`config.mk`:
```
export PLATFORM = sky130hd
export DESIGN_NAME = instr_fetch_unit_flat
export DESIGN_NICKNAME = d
export VERILOG_FILES = /design/src/rtl/instr_fetch_unit_if.sv /design/src/rtl/instr_fetch_unit.sv /design/src/flat_wrapper.sv
export SDC_FILE = /design/constraint.sdc
export NUM_CORES = 1
export LEC_CHECK = 0
export ABC_AREA = 1
export CAP_MARGIN = 10
export CORE_ASPECT_RATIO = 1.1
export CORE_MARGIN = 5
export CORE_UTILIZATION = 50
export CTS_BUF_LIST = sky130_fd_sc_hd__clkbuf_16
export DETAILED_ROUTE_END_ITERATION = 7
export GPL_TIMING_DRIVEN = 0
export MAX_ROUTING_LAYER = met4
export PLACE_DENSITY = 0.91
export SLEW_MARGIN = 20
export SYNTH_ARGS = -nofsm -noshare
export SYNTH_HDL_FRONTEND = slang
export SYNTH_SLANG_ARGS = --single-unit
```
`constraint.sdc`:
```
create_clock -name clk -period 5 [get_ports clk]
set_input_delay 0.75 -clock clk [delete_from_list [all_inputs] [get_ports clk]]
set_output_delay 0.75 -clock clk [all_outputs]
set_load 0.02 [all_outputs]
```
`src/rtl/instr_fetch_unit_if.sv`:
```
// Fetch-stage bus: instruction-memory handshake plus the decoder/branch-resolution signals.
// The master modport is the fetch unit; the slave modport is memory, decoder and ALU together.
interface instr_fetch_unit_if #(
    parameter int ADDR_W = 32
);
    logic              imem_req;
    logic [ADDR_W-1:0] imem_addr;
    logic [31:0]       imem_rdata;
    logic              imem_ready;
    logic [31:0]       instr;
    logic [5:0]        opcode;
    logic              instr_valid;
    logic              stall;
    logic [1:0]        branch;
    logic              alu_zero;
    logic [31:0]       branch_offset;
    logic [ADDR_W-1:0] pc;
    logic [ADDR_W-1:0] pc_plus4;

    modport master (
        output imem_req, imem_addr, instr, opcode, instr_valid, pc, pc_plus4,
        input  imem_rdata, imem_ready, stall, branch, alu_zero, branch_offset
    );

    modport slave (
        input  imem_req, imem_addr, instr, opcode, instr_valid, pc, pc_plus4,
        output imem_rdata, imem_ready, stall, branch, alu_zero, branch_offset
    );
endinterface

```
`src/rtl/instr_fetch_unit.sv`:
```
// Fetch stage: holds the PC, fetches over req/ready and resolves BEQ/BNE next-PC.
// Optional FETCH_JUMP_EN makes opcode 2 (J) override branch resolution in ISSUE.
//
// state | meaning
// ------+-------------------------------------------------------------
// FETCH | imem_req high at pc, wait for imem_ready, then latch instr
// ISSUE | instr/opcode/pc presented to decoder; leave when stall is low
module instr_fetch_unit #(
    parameter int                ADDR_W   = 32,
    parameter logic [ADDR_W-1:0] RESET_PC = '0
) (
    input  logic               clk,
    input  logic               reset,
    instr_fetch_unit_if.master bus
);
    typedef enum logic {FETCH, ISSUE} state_t;

    state_t            state;
    logic [ADDR_W-1:0] pc_q;
    logic [31:0]       instr_q;
    logic              valid_q;

    logic              taken;
    logic [ADDR_W-1:0] pc_plus4;
    logic [ADDR_W-1:0] br_target;
    logic [ADDR_W-1:0] pc_next;

    always_comb begin
        pc_plus4  = pc_q + ADDR_W'(4);
        taken     = (bus.branch == 2'b11 && bus.alu_zero) ||
                    (bus.branch == 2'b01 && !bus.alu_zero);
        // Offset is a word count; the sum wraps silently at 2^ADDR_W.
        br_target = pc_plus4 + ADDR_W'(bus.branch_offset << 2);
        pc_next   = taken ? br_target : pc_plus4;
`ifdef FETCH_JUMP_EN
        if (instr_q[31:26] == 6'd2)
            pc_next = {pc_plus4[ADDR_W-1:28], instr_q[25:0], 2'b00};
`endif
    end

    always_ff @(posedge clk) begin
        if (reset) begin
            state   <= FETCH;
            pc_q    <= RESET_PC;
            instr_q <= '0;
            valid_q <= 1'b0;
        end else begin
            case (state)
                FETCH: begin
                    if (bus.imem_ready) begin
                        instr_q <= bus.imem_rdata;
                        valid_q <= 1'b1;
                        state   <= ISSUE;
                    end
                end
                ISSUE: begin
                    if (!bus.stall) begin
                        pc_q    <= pc_next;
                        valid_q <= 1'b0;
                        state   <= FETCH;
                    end
                end
                default: state <= FETCH;
            endcase
        end
    end

    // Request is gated by reset so nothing is asked of memory during a reset cycle.
    assign bus.imem_req    = (state == FETCH) && !reset;
    assign bus.imem_addr   = pc_q;
    assign bus.instr       = instr_q;
    assign bus.opcode      = instr_q[31:26];
    assign bus.instr_valid = valid_q;
    assign bus.pc          = pc_q;
    assign bus.pc_plus4    = pc_plus4;
endmodule
```
`src/flat_wrapper.sv`:
```
// flat-port wrapper written by rule: the top's interface ports become plain ports
module instr_fetch_unit_flat 
#(
    parameter int                ADDR_W   = 32,
    parameter logic [ADDR_W-1:0] RESET_PC = '0
)
  (clk, reset, bus_imem_req, bus_imem_addr, bus_instr, bus_opcode, bus_instr_valid, bus_pc, bus_pc_plus4, bus_imem_rdata, bus_imem_ready, bus_stall, bus_branch, bus_alu_zero, bus_branch_offset);
  instr_fetch_unit_if #(.ADDR_W(ADDR_W)) bus_i ();
  input  logic clk;
  input  logic reset;
  output wire logic [$bits(bus_i.imem_req)-1:0] bus_imem_req;
  output wire logic [$bits(bus_i.imem_addr)-1:0] bus_imem_addr;
  output wire logic [$bits(bus_i.instr)-1:0] bus_instr;
  output wire logic [$bits(bus_i.opcode)-1:0] bus_opcode;
  output wire logic [$bits(bus_i.instr_valid)-1:0] bus_instr_valid;
  output wire logic [$bits(bus_i.pc)-1:0] bus_pc;
  output wire logic [$bits(bus_i.pc_plus4)-1:0] bus_pc_plus4;
  input wire logic [$bits(bus_i.imem_rdata)-1:0] bus_imem_rdata;
  input wire logic [$bits(bus_i.imem_ready)-1:0] bus_imem_ready;
  input wire logic [$bits(bus_i.stall)-1:0] bus_stall;
  input wire logic [$bits(bus_i.branch)-1:0] bus_branch;
  input wire logic [$bits(bus_i.alu_zero)-1:0] bus_alu_zero;
  input wire logic [$bits(bus_i.branch_offset)-1:0] bus_branch_offset;
  assign bus_imem_req = bus_i.imem_req;
  assign bus_imem_addr = bus_i.imem_addr;
  assign bus_instr = bus_i.instr;
  assign bus_opcode = bus_i.opcode;
  assign bus_instr_valid = bus_i.instr_valid;
  assign bus_pc = bus_i.pc;
  assign bus_pc_plus4 = bus_i.pc_plus4;
  assign bus_i.imem_rdata = bus_imem_rdata;
  assign bus_i.imem_ready = bus_imem_ready;
  assign bus_i.stall = bus_stall;
  assign bus_i.branch = bus_branch;
  assign bus_i.alu_zero = bus_alu_zero;
  assign bus_i.branch_offset = bus_branch_offset;
  instr_fetch_unit #(.ADDR_W(ADDR_W), .RESET_PC(RESET_PC)) u_core (.clk(clk), .reset(reset), .bus(bus_i));
endmodule
```
==> results of run 1 <==
==> path summary, 6_finish.rpt <==
kind	from	to	slack (ns)
hold / removal	u_core.bus.instr_valid	u_core.bus.instr_valid	0.51
setup / recovery	u_core.bus.imem_addr[7]	bus_pc_plus4[30]	1.54
hold reg to reg	u_core.bus.instr_valid	u_core.bus.instr_valid	0.51
setup reg to reg	u_core.bus.imem_addr[3]	u_core.bus.imem_addr[30]	1.64
==> registers in the layout (all words and copies together) (netlist names) <==
register and cells:
u_core.bus.instr 32, u_core.bus.imem_addr 30, u_core.bus.instr_valid 1, u_core.state 1
==> power breakdown <==
group / switching (W) / total (W) / internal [W] / leakage, nW
clock: 0.000254 / 0.000695 / 0.000441 / 0.157
sequential: 0.0000385 / 0.000584 / 0.000545 / 0.526
combinational: 0.000345 / 0.000618 / 0.000272 / 3.52
==> logic make-up (layout without fill, tap and decap cells) <==
| group | count (synthesis) | count (layout) | share of synthesized area (%) |
|---|---|---|---|
| AO/OA/AOI/OAI | 129 | 129 | 11.7 |
| XOR/XNOR | 23 | 23 | 3.52 |
| adder cells (fa/ha/maj) | 37 | 37 | 7.92 |
| buffers and inverters | 211 | 425 | 16.4 |
| flip-flops | 64 | 64 | 21.6 |
| other | 1 | 6 | 0.0632 |
| AND/OR/NAND/NOR | 545 | 545 | 38.8 |
==> routing by layer <==
layer / up-vias / global-route usage (%) / part of all wire, %
met5: - / - / 0
met4: 0 / 11.8 / 4.1
met3: 80 / 4.76 / 9.1
met2: 429 / 49.3 / 47
met1: 3283 / 37.8 / 40
li1: 3544 / - / -
==> per-stage QoR <==
stage | total power [W] | utilization, % | worst slack, ns | instance area, um2
3_5_place_dp | 0.00120 | 70.4 | 1.75 | 8130
5_1_grt | 0.00198 | 73.2 | 1.35 | 8450
4_1_cts | 0.00189 | 73.2 | 1.62 | 8450
6_report | 0.00190 | 73.2 | 1.54 | 8450
2_1_floorplan | 0.000931 | - | 2.04 | 5960
3_3_place_gp | 0.00119 | 70.4 | 1.78 | 8130
==> cell type report <==
class,instances,share of cell area [%]
repair buffers,198,23.4
multi-input cells,740,43.8
clock buffers,9,2.66
flip-flops and latches,64,15.2
plain buffers,62,4.90
well taps,150,2.22
inverters,149,6.62
clock inverters,7,1.21
==> worst max-delay path, cell delays in order (launching register included) <==
cell and delay (ns):
dfxtp_1 0.51, inv_1 0.13, nor3_1 0.43, nand2_1 0.13, nor2_2 0.21, nand2_1 0.09
nand2_1 0.08, nand2_1 0.09, inv_1 0.10, clkdlybuf4s50_1 0.61
==> cells in the mapped netlist <==
cell type and count:
o211ai_1 7, buf_2 2, a31oi_1 4, nand2_2 7, xnor2_1 7, xor2_1 15
and2_1 3, o21bai_1 6, conb_1 1, buf_4 43, clkbuf_8 1, o21ai_0 60
fa_1 1, inv_1 147, dfxtp_1 64, o21a_1 2, a221oi_1 1, or2_2 3
nand3b_1 4, buf_6 1, nand3_4 1, ha_1 36, xnor2_2 1, o22ai_1 1
nor2_1 143, nor3_1 10, a21oi_1 43, nor2_4 3, nor4_1 1, nand4_1 11
nor2_8 1, clkbuf_1 15, nor3_4 1, nand3_1 55, o21ai_1 4, nor2_2 6
nand2_1 293, a21oi_2 1, nand3_2 3, inv_2 2
==> run summary, run 1 <==
Status -> finished clean
Top area cells in the synthesized netlist -> dfxtp_1, nand2_1, inv_1, nor2_1, ha_1
CTS max path bufs -> 2
Layout net count -> 1332
Worst-skew pair later-pin latency -> 0.34 ns
Clock Skew -> 0.00739 ns
Synth warn -> 0
CTS tree -> built
Fill cells -> 957
Avg Vias per Cell -> 5.32
First-pass DRT Iterations -> 6
Share of the synthesized area in the top cell type -> 21.6%
Fin crit period -> 3.46 ns
Pin count of the biggest net entering global routing -> 14
Relative slew slack -> 59.3%
Synthesized instance count -> 1010
Initial drt markers -> 627
CTS Sinks -> 64
Port Buffers -> 198
Gp weighted congestion -> 0.985
RSZ-0062 raised after global routing -> false
Die area -> 14200 um2
Max VDD drop -> 0.174 mV
Fin crit share -> 69.2%
Final Hold Vio Count -> 0
Cells on worst reg2reg path -> 17
Pwr Density -> 224 nW/um2
Non-Filler Instances -> 1379
Syn_area_per_cell -> 5.88 um2
Pleak -> 4.20 nW
Commonest non-fill, non-tap cell in the layout -> nand2_1
Initial Utilization -> 51.4%
Number of routed nets with antenna violations -> 0
HPWL after DPL -> 17.3 mm
WHS Path Cells -> 2
Req. time, crit path -> 4.25 ns
Hold crit path type -> reg -> reg
Synthesized flop and latch total -> 64
Max-Cap Viols -> 0
Layout cell share with drive strength beyond 1 -> 7.49%
Unique masters post-synth -> 40
Vias post-DR -> 7336
Final setup TNS -> 0 ns
Total GRT Usage -> 30.4%
Die Y -> 124 um
Placed insts -> 1363
Antenna violations before repair -> 0
Ant. Diodes -> 0
Syn Std Cell Area -> 5940 um2
CTS Buf Count -> 9
Most frequent cells in the layout -> nand2_1, clkdlybuf4s50_1, inv_1
Core Region -> 11500 um2
Crit path kind -> reg -> out
Final Max Slew Viols -> 0
Worst-path maximum fanout -> 6
Endpoints failing setup -> 0
Final hold slack -> 0.510 ns
DR DRC count -> 0
Routed Wire Length -> 21.9 mm
Hold buffers post-CTS -> 0
Post_cts resized -> 0
Register area -> 1280 um2
Clk slew on worst S/H paths -> 0.06 ns
I/O Pins -> 207
Row Count -> 41
Arr. time, crit path -> 2.71 ns
# H-tree levels -> 3
Postcts setup bufs -> 0
Vias in the first global route -> 6722
Fmax -> 289 MHz
Actual slew at the worst max-slew pin -> 0.610 ns
Layout area overhead -> 42.4%
Multi-input logic area -> 3700 um2
Drt wl/cell -> 15.9 um
Gr ovfl total -> 0
Startpoint class of the critical path -> flop
Seq/Total Area, Yosys -> 21.6%
Clock root buffer -> clkbuf_16
Die Wd -> 114 um
Post-synth top area cell -> dfxtp_1
Crit path capture type -> output port
Global-route wire length before repair -> 34.0 mm
No activity file was read; power rests on OpenSTA's default activity.
==> run 2: changes to the inputs <==
- CORE_UTILIZATION: 50 -> 47
- PLACE_DENSITY: 0.91 -> 0.87
- clock period: 5 -> 3.2 ns (I/O delays scaled with it)
==> run 2 against run 1 <==
Net effect:
- clock power is 68% higher
- critical path depth up 9
- die area increased by 5.8%
- sequential share of layout area fell by 0.16 points
- setup slack got worse by 1.4 ns
- clock-buffer cell count did not move
- sequential cell count is the same
- clock skew about the same
- via count fell by 2.1%
- worst hold slack worse by 0.020 ns
==> run summary, run 2 (synthesis results as in run 1) <==
Reg-to-Reg End -> u_core.bus.imem_addr[29]
CTS Buf Count -> 9
Clk slew on worst S/H paths -> 0.06 ns
Reg-to-reg startpoint -> u_core.bus.imem_addr[3]
Die area -> 15000 um2
Post-Place Setup Slack -> -0.0860 ns
Avg Vias per Cell -> 5.18
Initial drt markers -> 646
Die Y -> 128 um
Worst Setup EP -> u_core.bus.imem_addr[29]
Placed insts -> 1370
CTS max path bufs -> 2
Max incr delay on CP -> 0.38 ns
First-pass DRT Iterations -> 5
Final Max Slew Viols -> 0
Vias post-DR -> 7183
Reg2reg setup slack -> 0.11 ns
Gr ovfl total -> 0
CP Cell Sequence -> ha_1 > nand2_1 > inv_2 > nand3_4 > nor3_4 > buf_4 > nand3_1 > nand2_1 > inv_1 > ha_1 > nand2_1 > nor2_1 > nand2_1 > nor3_1 > nand2_1 > nand3_1 > nand3_1 > a21oi_1
Cells on worst reg2reg path -> 18
Pwr Density -> 353 nW/um2
Crit path capture type -> flop
Row Count -> 43
Crit path kind -> reg -> reg
Actual slew at the worst max-slew pin -> 0.631 ns
Multi-input logic area -> 3820 um2
Arr. time, crit path -> 3.35 ns
Gp weighted congestion -> 1.02
Drt wl/cell -> 15.3 um
Worst-skew pair later-pin latency -> 0.33 ns
Final hold slack -> 0.491 ns
Max reg flops -> 32
Req. time, crit path -> 3.46 ns
Fmax -> 323 MHz
HPWL after DPL -> 17.0 mm
Worst-path maximum fanout -> 6
Number of routed nets with antenna violations -> 0
RSZ-0062 raised after global routing -> true
Critical-path top delay cell -> dfxtp_2
Antenna violations before repair -> 0
Endpoints failing setup -> 0
Startpoint class of the critical path -> flop
Ant. Diodes -> 0
Fill cells -> 1061
Hold crit path type -> reg -> reg
Met2 routed WL -> 10.1 mm
Core Region -> 12500 um2
Pin count of the biggest net entering global routing -> 14
Total power after layout -> 0.00305 W
Crit-path most repeated cell -> nand2_1
Routed Wire Length -> 21.2 mm
Global-route wire length before repair -> 31.9 mm
Final Hold Vio Count -> 0
Final WS setup -> 0.106 ns
Hold buffers post-CTS -> 0
Layout cell share with drive strength beyond 1 -> 10.4%
M1 wire length -> 8.52 mm
Max-Cap Viols -> 0
Clock Skew -> 0.00713 ns
Layout net count -> 1334
Utilization after layout -> 69.2%
Vias in the first global route -> 6331
Highest metal used -> met4
# H-tree levels -> 3
Pleak -> 4.25 nW
Most frequent cells in the layout -> nand2_1, clkdlybuf4s50_1, inv_1
CTS Sinks -> 64
Initial Utilization -> 47.6%
Relative slew slack -> 58.0%
Met3 WL post-DR -> 1.89 mm
Fin crit share -> 96.7%
Port Buffers -> 198
CP Launch Point -> u_core.bus.imem_addr[3]
Fin crit period -> 3.09 ns
Status -> finished clean
Layout area overhead -> 45.5%
CTS tree -> built
Max VDD drop -> 0.377 mV
Non-Filler Instances -> 1388
DR DRC count -> 0
I/O Pins -> 207
Commonest non-fill, non-tap cell in the layout -> nand2_1
Clock root buffer -> clkbuf_16
Die Wd -> 117 um
Total GRT Usage -> 27.5%
Register area -> 1290 um2
run 2: worst min path at each step:
stage	depth (start not counted)	to	slack, ns	startpoint
4_1_cts	2	u_core.state	0.49	u_core.state
5_1_grt	2	u_core.state	0.51	u_core.state
3_3_place_gp	2	u_core.bus.instr_valid	0.47	u_core.bus.instr_valid
3_5_place_dp	2	u_core.bus.instr_valid	0.48	u_core.bus.instr_valid
2_1_floorplan	2	u_core.state	0.46	u_core.state
6_report	2	u_core.state	0.49	u_core.state
run 2: layer usage:
metal	vias up	global-route usage, %
met1	3220	35.0
met2	360	43.6
li1	3554	-
met3	49	5.00
met5	-	-
met4	0	9.72
run 2: final cells by class:
type                    count  share of cell area, %
repair buffers            200                   23.1
inverters                 149                   6.47
clock inverters             7                   1.48
plain buffers              62                   4.79
multi-input cells         740                   44.3
flip-flops and latches     64                   15.0
well taps                 157                   2.27
clock buffers               9                   2.61
run 2: timing repair:
item	CTS	global route
resized for setup	3	35
setup endpoints to repair	4	23
buffers inserted	0	2
pin swaps	0	3
run 2: report_power, final:
| group | leakage, nW | switching (W) | internal [W] |
|---|---|---|---|
| clock network | 0.172 | 0.000398 | 0.000772 |
| registers | 0.531 | 0.0000610 | 0.000853 |
| logic | 3.55 | 0.000538 | 0.000430 |
| total | 4.25 | 0.000996 | 0.00206 |
run 2: per-stage QoR:
stage	TNS [ns]	instance area (um2)
CTS	0	8510
detailed placement	-0.145	8140
finish	0	8640
global route	-0.179	8640
global placement	-0.0270	8140
floorplan	0	5960
run 2: critical path, delay by kind of cell (launching register included):
kind            cells  cell delay (ns)
fa+ha+maj           2             0.56
buf+inv             3             0.36
compound gates      1             0.16
flops               1             0.38
simple gates       12             1.56
